--- src/rtl/ntt_pkg.sv ---
// Shared definitions for the NTT datapath blocks.
//   NTT_W_DEFAULT : default coefficient/modulus width in bits
//   OP_ADD/OP_SUB : encoding of the add/subtract select carried with each request
package ntt_pkg;

  localparam int unsigned NTT_W_DEFAULT = 48;

  localparam logic OP_ADD = 1'b0;
  localparam logic OP_SUB = 1'b1;

endpackage

--- src/rtl/mod_reduce_once.sv ---
// Single conditional correction step of a modular add/subtract.
// Takes the raw W+1-bit sum or difference of two residues and brings it back into [0, q).
// Ports:
//   raw : W+1-bit raw a+b (add) or a-b (sub, bit W is the borrow)
//   q   : modulus
//   op  : OP_ADD / OP_SUB
//   r   : corrected W-bit result
// Purely combinational.
module mod_reduce_once
  import ntt_pkg::*;
#(
  parameter int unsigned W = NTT_W_DEFAULT
) (
  input  logic [W:0]   raw,
  input  logic [W-1:0] q,
  input  logic         op,
  output logic [W-1:0] r
);

  logic [W:0]   q_ext;
  logic [W-1:0] raw_lo;
  logic [W-1:0] raw_minus_q;
  logic [W-1:0] raw_plus_q;

  assign q_ext  = {1'b0, q};
  assign raw_lo = raw[W-1:0];

  // Both corrections are done in W bits: whenever a correction is selected, the true result
  // lies in [0, q) and so fits in W bits, making wrap-around arithmetic exact.
  assign raw_minus_q = raw_lo - q;
  assign raw_plus_q  = raw_lo + q;

  always_comb begin
    r = raw_lo;
    if (op == OP_SUB) begin
      // Borrow out of a-b means the difference went negative: add q back.
      if (raw[W]) begin
        r = raw_plus_q;
      end
    end else begin
      // >= so that a+b == q folds to 0, never q.
      if (raw >= q_ext) begin
        r = raw_minus_q;
      end
    end
  end

endmodule

--- src/rtl/mod_addsub_pipe.sv ---
// Pipelined modular adder/subtractor with valid/ready handshake and full backpressure.
// Computes (a+b) mod q or (a-b) mod q per transaction and returns the request tag with it.
// Ports:
//   clk, rstn            : clock (rising edge), asynchronous active-low reset
//   in_valid / in_ready  : request handshake; in_ready is combinational from out_ready
//   in_op                : OP_ADD / OP_SUB
//   in_a, in_b, in_q     : operands (< q) and modulus (>= 2), all W bits
//   in_tag               : opaque tag returned with the result
//   out_valid / out_ready: result handshake
//   out_r, out_tag       : result in [0, q) and its tag; held stable while stalled
// Stages: S1 (request register) -> [S2 raw sum/diff, MID_REG=1 only] -> output register.
// Latency accept->out_valid is 2 cycles, or 3 with MID_REG=1. Each stage advances when it
// holds data and the next stage is empty or itself advancing, so bubbles collapse.
module mod_addsub_pipe
  import ntt_pkg::*;
#(
  parameter int unsigned W       = NTT_W_DEFAULT,
  parameter int unsigned TAG_W   = 8,
  parameter int unsigned MID_REG = 0
) (
  input  logic             clk,
  input  logic             rstn,
  input  logic             in_valid,
  output logic             in_ready,
  input  logic             in_op,
  input  logic [W-1:0]     in_a,
  input  logic [W-1:0]     in_b,
  input  logic [W-1:0]     in_q,
  input  logic [TAG_W-1:0] in_tag,
  output logic             out_valid,
  input  logic             out_ready,
  output logic [W-1:0]     out_r,
  output logic [TAG_W-1:0] out_tag
);

  // ---------------------------------------------------------------------------------------
  // Handshake signals common to both pipeline depths
  // ---------------------------------------------------------------------------------------
  logic in_accept;   // request enters S1 this cycle
  logic s1_adv;      // S1 contents move to the next stage this cycle
  logic tail_valid;  // valid bit of the stage feeding the output register
  logic tail_ready;  // output register can take a new result this cycle
  logic tail_adv;    // output register loads this cycle

  // ---------------------------------------------------------------------------------------
  // S1: request register
  // ---------------------------------------------------------------------------------------
  logic             s1_valid_q, s1_valid_d;
  logic             s1_op_q;
  logic [W-1:0]     s1_a_q;
  logic [W-1:0]     s1_b_q;
  logic [W-1:0]     s1_q_q;
  logic [TAG_W-1:0] s1_tag_q;

  assign in_ready  = ~s1_valid_q | s1_adv;
  assign in_accept = in_valid & in_ready;

  always_comb begin
    s1_valid_d = s1_valid_q;
    if (in_accept) begin
      s1_valid_d = 1'b1;
    end else if (s1_adv) begin
      s1_valid_d = 1'b0;
    end
  end

  always_ff @(posedge clk or negedge rstn) begin
    if (!rstn) begin
      s1_valid_q <= 1'b0;
      s1_op_q    <= OP_ADD;
      s1_a_q     <= '0;
      s1_b_q     <= '0;
      s1_q_q     <= '0;
      s1_tag_q   <= '0;
    end else begin
      s1_valid_q <= s1_valid_d;
      if (in_accept) begin
        s1_op_q  <= in_op;
        s1_a_q   <= in_a;
        s1_b_q   <= in_b;
        s1_q_q   <= in_q;
        s1_tag_q <= in_tag;
      end
    end
  end

  // Raw sum or difference in W+1 bits; for subtract, bit W is the borrow.
  logic [W:0] s1_raw;

  always_comb begin
    if (s1_op_q == OP_SUB) begin
      s1_raw = {1'b0, s1_a_q} - {1'b0, s1_b_q};
    end else begin
      s1_raw = {1'b0, s1_a_q} + {1'b0, s1_b_q};
    end
  end

  // ---------------------------------------------------------------------------------------
  // Optional S2 between raw add/sub and correction
  // ---------------------------------------------------------------------------------------
  logic [W:0]       tail_raw;
  logic [W-1:0]     tail_q;
  logic             tail_op;
  logic [TAG_W-1:0] tail_tag;

  if (MID_REG != 0) begin : g_mid
    logic             s2_valid_q, s2_valid_d;
    logic [W:0]       s2_raw_q;
    logic [W-1:0]     s2_q_q;
    logic             s2_op_q;
    logic [TAG_W-1:0] s2_tag_q;
    logic             s2_ready;

    assign s2_ready = ~s2_valid_q | tail_adv;
    assign s1_adv   = s1_valid_q & s2_ready;

    always_comb begin
      s2_valid_d = s2_valid_q;
      if (s1_adv) begin
        s2_valid_d = 1'b1;
      end else if (tail_adv) begin
        s2_valid_d = 1'b0;
      end
    end

    always_ff @(posedge clk or negedge rstn) begin
      if (!rstn) begin
        s2_valid_q <= 1'b0;
        s2_raw_q   <= '0;
        s2_q_q     <= '0;
        s2_op_q    <= OP_ADD;
        s2_tag_q   <= '0;
      end else begin
        s2_valid_q <= s2_valid_d;
        if (s1_adv) begin
          s2_raw_q <= s1_raw;
          s2_q_q   <= s1_q_q;
          s2_op_q  <= s1_op_q;
          s2_tag_q <= s1_tag_q;
        end
      end
    end

    assign tail_valid = s2_valid_q;
    assign tail_raw   = s2_raw_q;
    assign tail_q     = s2_q_q;
    assign tail_op    = s2_op_q;
    assign tail_tag   = s2_tag_q;
  end else begin : g_no_mid
    assign s1_adv     = s1_valid_q & tail_ready;
    assign tail_valid = s1_valid_q;
    assign tail_raw   = s1_raw;
    assign tail_q     = s1_q_q;
    assign tail_op    = s1_op_q;
    assign tail_tag   = s1_tag_q;
  end

  // ---------------------------------------------------------------------------------------
  // Correction and output register
  // ---------------------------------------------------------------------------------------
  logic [W-1:0] tail_r;

  mod_reduce_once #(
    .W (W)
  ) u_reduce (
    .raw (tail_raw),
    .q   (tail_q),
    .op  (tail_op),
    .r   (tail_r)
  );

  logic             out_valid_q, out_valid_d;
  logic [W-1:0]     out_r_q;
  logic [TAG_W-1:0] out_tag_q;

  assign tail_ready = ~out_valid_q | out_ready;
  assign tail_adv   = tail_valid & tail_ready;

  always_comb begin
    out_valid_d = out_valid_q;
    if (tail_adv) begin
      out_valid_d = 1'b1;
    end else if (out_ready) begin
      out_valid_d = 1'b0;
    end
  end

  always_ff @(posedge clk or negedge rstn) begin
    if (!rstn) begin
      out_valid_q <= 1'b0;
      out_r_q     <= '0;
      out_tag_q   <= '0;
    end else begin
      out_valid_q <= out_valid_d;
      // Data only changes on a load, so it is held stable while the consumer stalls.
      if (tail_adv) begin
        out_r_q   <= tail_r;
        out_tag_q <= tail_tag;
      end
    end
  end

  assign out_valid = out_valid_q;
  assign out_r     = out_r_q;
  assign out_tag   = out_tag_q;

endmodule

--- config.mk ---
export PLATFORM = sky130hd
export DESIGN_NAME = mod_addsub_pipe
export DESIGN_NICKNAME = d
export VERILOG_FILES = /design/src/rtl/ntt_pkg.sv /design/src/rtl/mod_reduce_once.sv /design/src/rtl/mod_addsub_pipe.sv
export SDC_FILE = /design/constraint.sdc
export NUM_CORES = 1
export LEC_CHECK = 0
export CORE_MARGIN = 10
export CORE_UTILIZATION = 45
export DETAILED_ROUTE_END_ITERATION = 8
export PLACE_DENSITY = 0.66
export SYNTH_ARGS = -nofsm -noshare
export SYNTH_HDL_FRONTEND = slang
export SYNTH_SLANG_ARGS = --single-unit
--- constraint.sdc ---
create_clock -name clk -period 9.3 [get_ports clk]
set_input_delay 0.93 -clock clk [delete_from_list [all_inputs] [get_ports clk]]
set_output_delay 0.93 -clock clk [all_outputs]
set_load 0.01 [all_outputs]
After elaboration in Yosys (flattened, before gate mapping)
Cells that the tools add are included.

Register bits: 211. Logic and storage cells: 30.

Add/sub/neg operators: 4. $lt $le $gt $ge: 1. Muxes and demuxes: 8. Bitwise logic cells: 6. Reductions and logical operators: 2.

Operators with widths (number): 2-to-1 mux 48 bit (3); adder 48 x 48 -> 49 bit (1); greater-or-equal comparator 49 x 48 -> 1 bit (1); 2-to-1 mux 49 bit (1); subtractor 48 x 48 -> 49 bit (1); adder 48 bit (1); subtractor 48 bit (1); 2-to-1 mux 1 bit (4); nonzero test 2 bit (2); bitwise AND 1 bit (2); inverter 1 bit (2); bitwise OR 1 bit (2).

Logic depth before layout (Yosys ltp)
Word-level depth: 6. Gate-level depth with buffers: 34. Gate-level depth less buffers: 32.

Hierarchy
A second synthesis with hierarchy kept.

Cells, all modules: 2115. Area, all modules: 18591.6 µm².

By module, submodules not included: mod_addsub_pipe (instances 1, cells an instance 1003, area each 11479.8 µm², seq. area each 5280.1 µm²); mod_reduce_once (instances 1, cells an instance 1112, area each 7111.8 µm², seq. area each 0.0 µm²).

Worst setup path before layout
No wires, ideal clock.

Kind: register to register. Start point: reg s1_b_q[13]. End point: reg out_r_q[5], in the netlist out_r[5]. Setup time: 0.135 ns. Arrival: 6.743 ns. Path slack: 2.421 ns. Cell stages (with the launch flop): 34. Path buffers: 2. Path through: dfrtp_1 > nor4_1 > nand4_1 > nand2b_1 > nor4_1 > nand2_1 > nor2_1 > nand2_1 > nor2_1 > nor2_1 > xnor2_1 > ha_1 > a21o_1 > a21o_1 > a2111oi_0 > o21ai_0 > a41o_1 > inv_1 > nor2_1 > xor2_1 > ha_1 > clkbuf_1 > nand2_1 > nor2_1 > nand4_1 > nand2b_1 > or3_4 > a211oi_2 > nor3_1 > o21bai_1 > buf_6 > mux2_2 > o21ai_0 > o21ai_0.

Word-level cells in the longest chain between the ends: 5. Elaborated cells between the ends (all ways): 7.

RTL lines: start, declared (RTL line mod_addsub_pipe.sv:51) `logic [W-1:0] s1_b_q;`; start signal, assigned (RTL line mod_addsub_pipe.sv:80) `s1_b_q <= in_b;`; adder 48 x 48 -> 49 bit / subtractor 48 x 48 -> 49 bit (equally long branches) (RTL line mod_addsub_pipe.sv:94, mod_addsub_pipe.sv:92); 2-to-1 mux 49 bit * (RTL line mod_addsub_pipe.sv:91) `if (s1_op_q == OP_SUB) begin`; greater-or-equal comparator 49 x 48 -> 1 bit (RTL line mod_reduce_once.sv:42) `if (raw >= q_ext) begin`; 2-to-1 mux 48 bit (RTL line mod_reduce_once.sv:42); 2-to-1 mux 48 bit * (RTL line mod_reduce_once.sv:35) `if (op == OP_SUB) begin`; end signal, assigned (RTL line mod_addsub_pipe.sv:197) `out_r_q <= tail_r;`; end, declared (RTL line mod_addsub_pipe.sv:173) `logic [W-1:0] out_r_q;`.

Mark *: on every way between the ends. The rest lies on a longest branch, timed or not. A chain may end at the register's enable or synchronous reset.

Worst setup path in the final report
Start point: reg s1_b_q[13]. End point: reg out_r_q[21], in the netlist out_r[21].

Word-level cells in the longest chain between the ends: 5. Elaborated cells between the ends (all ways): 9.

RTL lines: adder 48 x 48 -> 49 bit / subtractor 48 x 48 -> 49 bit (equally long branches) (RTL line mod_addsub_pipe.sv:94, mod_addsub_pipe.sv:92); 2-to-1 mux 49 bit * (RTL line mod_addsub_pipe.sv:91); subtractor 48 bit, or another cell as far along (RTL line mod_reduce_once.sv:30) `assign raw_minus_q = raw_lo - q;`; 2-to-1 mux 48 bit, on equally long branches (RTL line mod_reduce_once.sv:42, mod_reduce_once.sv:37); 2-to-1 mux 48 bit * (RTL line mod_reduce_once.sv:35).

Marks and branches as above.

==> run_results.csv <==
group,metric,value,unit
worst_setup_path,critical_path_required,9.71,ns
drt,drc_errors,0,
logic_synthesis,synth_top_area_frac,0.288,
timing,max_freq,0.122,GHz
grt,antenna_found_initial,0,
drt,routed_wl,62000,um
worst_setup_path,endpoint_kind,"register",
place,numPortBuffers,214,
clock_tree,clk_latency,0.57,ns
clock_tree,numCtsBuffers,26,
logic_synthesis,synth_ff_type,"dfrtp_1",
logic_synthesis,synth.net_count,2424,
timing,hold_viol,0,
floorplan,die_x,222,um
timing,rsz0062_at_grt,"false",
cells_and_area,area_delta_synth_final,18.8,%
clock_tree,cts_hold_buf,0,
worst_setup_path,start_kind,"register",
clock_tree,clockBufferDepth,3,
timing,finalMaxSlewViolations,0,
cells_and_area,drive_gt1_frac,0.116,
drt,m1WireLength,27800,um
floorplan,start_util,0.459,
timing,fin_skew,0.0165,ns
grt,grt-ovfl-total,0,
drt,via_count,16800,
logic_synthesis,ys_seq_elements,211,
logic_synthesis,ys_seq_area_frac,0.288,
logic_synthesis,synth_top_area_cell,"dfrtp_1",
timing,slew_headroom,0.357,
clock_tree,cts.sinks,211,
run_status,status,"finished, final reports clean",
place,dp_hpwl,48700,um
timing,setup_viol,0,
floorplan,num_rows,73,
floorplan,dieArea,49300,um2
grt,grt_pass1_wl,97300,um
timing,tightest_slew,0.940,ns
floorplan,die_h,222,um
clock_tree,clk_pin_slew_worst_paths,0.06,ns
clock_tree,postCtsSetupBuffers,0,
drt,post_drt_wl_per_cell,21.9,um
timing,fin_crit,8.23,ns
clock_tree,htree_levels,1,
drt,drt-vias-per-instance,5.93,
worst_setup_path,critPathKind,"reg -> reg",
grt,grt.total_usage,0.243,
place,place_congestion,0.956,
clock_tree,cts_tree,"built",
clock_tree,cts_root_buf,"clkbuf_16",
worst_setup_path,worstPathMaxFanout,49,
logic_synthesis,synth.area.top_cells,"dfrtp_1 29%, ha_1 9.8%, mux2_2 9.6%, xnor2_1 6.8%, a21oi_1 5.2%",
timing,tns,0,ns
logic_synthesis,synthDistinctLibCells,92,
timing,min_period_over_period,0.885,
drt,wl_met2,28600,um
logic_synthesis,yosysWarnings,0,
logic_synthesis,async_flop_share,1.00,
logic_synthesis,syn_area_per_cell,8.66,um2
logic_synthesis,syn_area,18400,um2
drt,routed.top_layer,"met4",
logic_synthesis,netlist_instances,2120,
job,drv_cap,0,
clock_tree,cts-resized-gates,0,
drt,first_iter_violations,1252,
drt,drtPass1Iterations,7,
timing,fin_ws,1.07,ns
min_path,hold_class,"in -> async",
worst_setup_path,cp.arrival,8.64,ns
worst_setup_path,slowest_delay,0.70,ns
floorplan,io_pins,215,
worst_setup_path,cp_slowest_cell,"o21ba_4",
grt,grt_max_degree,113,
logic_synthesis,synth_edf_count,0,
cells_and_area,diodes,0,
drt,dr_wl_met3,3750,um
floorplan,design.core.area,40000,um2
grt,grt_pass1_vias,17000,
cells_and_area,nNetsFinal,2586,
drt,antenna_left,0,
place,post-place-ws,1.14,ns
[metrics by stage]
stage	instances	utilization	hold WS, ns	instance area [um2]
2_1_floorplan	2120	-	0.433	18400
3_3_place_gp	2779	0.523	0.440	20900
3_5_place_dp	2779	0.523	0.456	20900
4_1_cts	2827	0.545	0.470	21800
5_1_grt	2827	0.545	0.487	21800
6_report	2827	0.545	0.439	21800
[final timing paths]
check                            start  cells after the start  slack [ns]          to
setup / recovery            s1_b_q[13]                     33        1.07   out_r[21]
hold / removal                    rstn                      1        0.44   out_r[10]
setup reg to reg            s1_b_q[13]                     33        1.07   out_r[21]
hold reg to reg            s1_tag_q[6]                      2        0.47  out_tag[6]
max in group asynchronous         rstn                      2        7.73     s1_op_q
min in group clk           s1_tag_q[6]                      2        0.47  out_tag[6]
[layout make-up]
class                           instances  area, um2
Tap cell                              525        657
Inverter                              135        507
Clock inverter                         15        200
Fill cell                            3727      18200
Multi-Input combinational cell       1676      12200
Timing Repair Buffer                  232       2290
Sequential cell                       211       5280
Clock buffer                           33        717
[metal layers]
metal	up-vias	GRT usage
met4	0	0.0711
li1	7999	-
met2	609	0.397
met5	-	0
met3	103	0.0384
met1	8050	0.323
[worst max-delay path, delay by kind of cell (launching register included)]
family                     cells  cell delay [ns]
xor gates and xnor gates       2             0.37
AOI/OAI and AO/OA             12             3.35
DFF                            1             0.42
and+or+nand+nor               15             2.80
adders and majority gates      2             0.73
buffers and inverters          2             0.37
[layout by cell type (no fill, tap or decap), types with 8 or more instances in the layout]
master,synthesis,layout
o31ai_1,18,18
nand3_1,23,23
buf_4,0,17
a21oi_1,191,191
mux2i_1,16,16
o21a_1,16,16
or2_2,10,10
o211ai_1,26,26
nand2_1,156,154
a221oi_1,8,8
and2_1,11,11
nor2b_1,24,24
nor2_1,186,186
or3_1,9,9
and3_1,11,11
o21ai_0,75,75
dfrtp_1,211,210
a21o_1,43,43
ha_1,144,144
o21bai_1,34,33
clkdlybuf4s50_1,0,213
inv_1,133,133
a31oi_1,31,31
clkbuf_16,0,26
xor2_1,30,30
nor4_1,15,15
nor3_1,55,55
xnor2_1,142,142
nand4_1,18,18
a311oi_1,9,9
nand2b_1,26,26
a211oi_1,36,36
mux2_2,156,156
[cells in the mapped netlist (7+ instances only)]
| cell type | n |
|---|---|
| buf_2 | 15 |
| nor4_1 | 15 |
| nand3_1 | 23 |
| nand2_1 | 156 |
| ha_1 | 144 |
| and3_1 | 11 |
| o211ai_1 | 26 |
| o21a_1 | 16 |
| a211oi_1 | 36 |
| o21ai_0 | 75 |
| a21boi_0 | 7 |
| a21oi_1 | 191 |
| o21ai_1 | 7 |
| nand4_1 | 18 |
| a221o_1 | 7 |
| o21bai_1 | 34 |
| nor2_1 | 186 |
| or2_2 | 10 |
| or3_1 | 9 |
| nor2b_1 | 24 |
| a31oi_1 | 31 |
| mux2_2 | 156 |
| xor2_1 | 30 |
| a21o_1 | 43 |
| and2_1 | 11 |
| xnor2_1 | 142 |
| nand2b_1 | 26 |
| clkbuf_1 | 69 |
| nor3_1 | 55 |
| a221oi_1 | 8 |
| dfrtp_1 | 211 |
| a311oi_1 | 9 |
| mux2i_1 | 16 |
| buf_1 | 8 |
| o31ai_1 | 18 |
| inv_1 | 133 |
| o22ai_1 | 7 |
[sequential cells by signal, indices dropped and copies added (netlist names)]
| name | cells |
|---|---|
| s1_q_q | 48 |
| out_r | 48 |
| s1_a_q | 48 |
| out_tag | 8 |
| out_valid | 1 |
| s1_b_q | 48 |
| s1_op_q | 1 |
| s1_valid_q | 1 |
| s1_tag_q | 8 |
[cell families (layout without fill, tap and decap cells)]
kind of cell / after synthesis / count (layout) / synth area share
fa+ha+maj: 147 / 147 / 0.101
simple gates: 573 / 573 / 0.148
buf+inv: 233 / 415 / 0.0506
compound gates: 611 / 611 / 0.225
xor+xnor: 173 / 173 / 0.0829
mux: 172 / 172 / 0.104
flops: 211 / 211 / 0.288
Power is not shown: default switching activity piles up to over one toggle a cycle in this logic, so the estimate is an artifact.
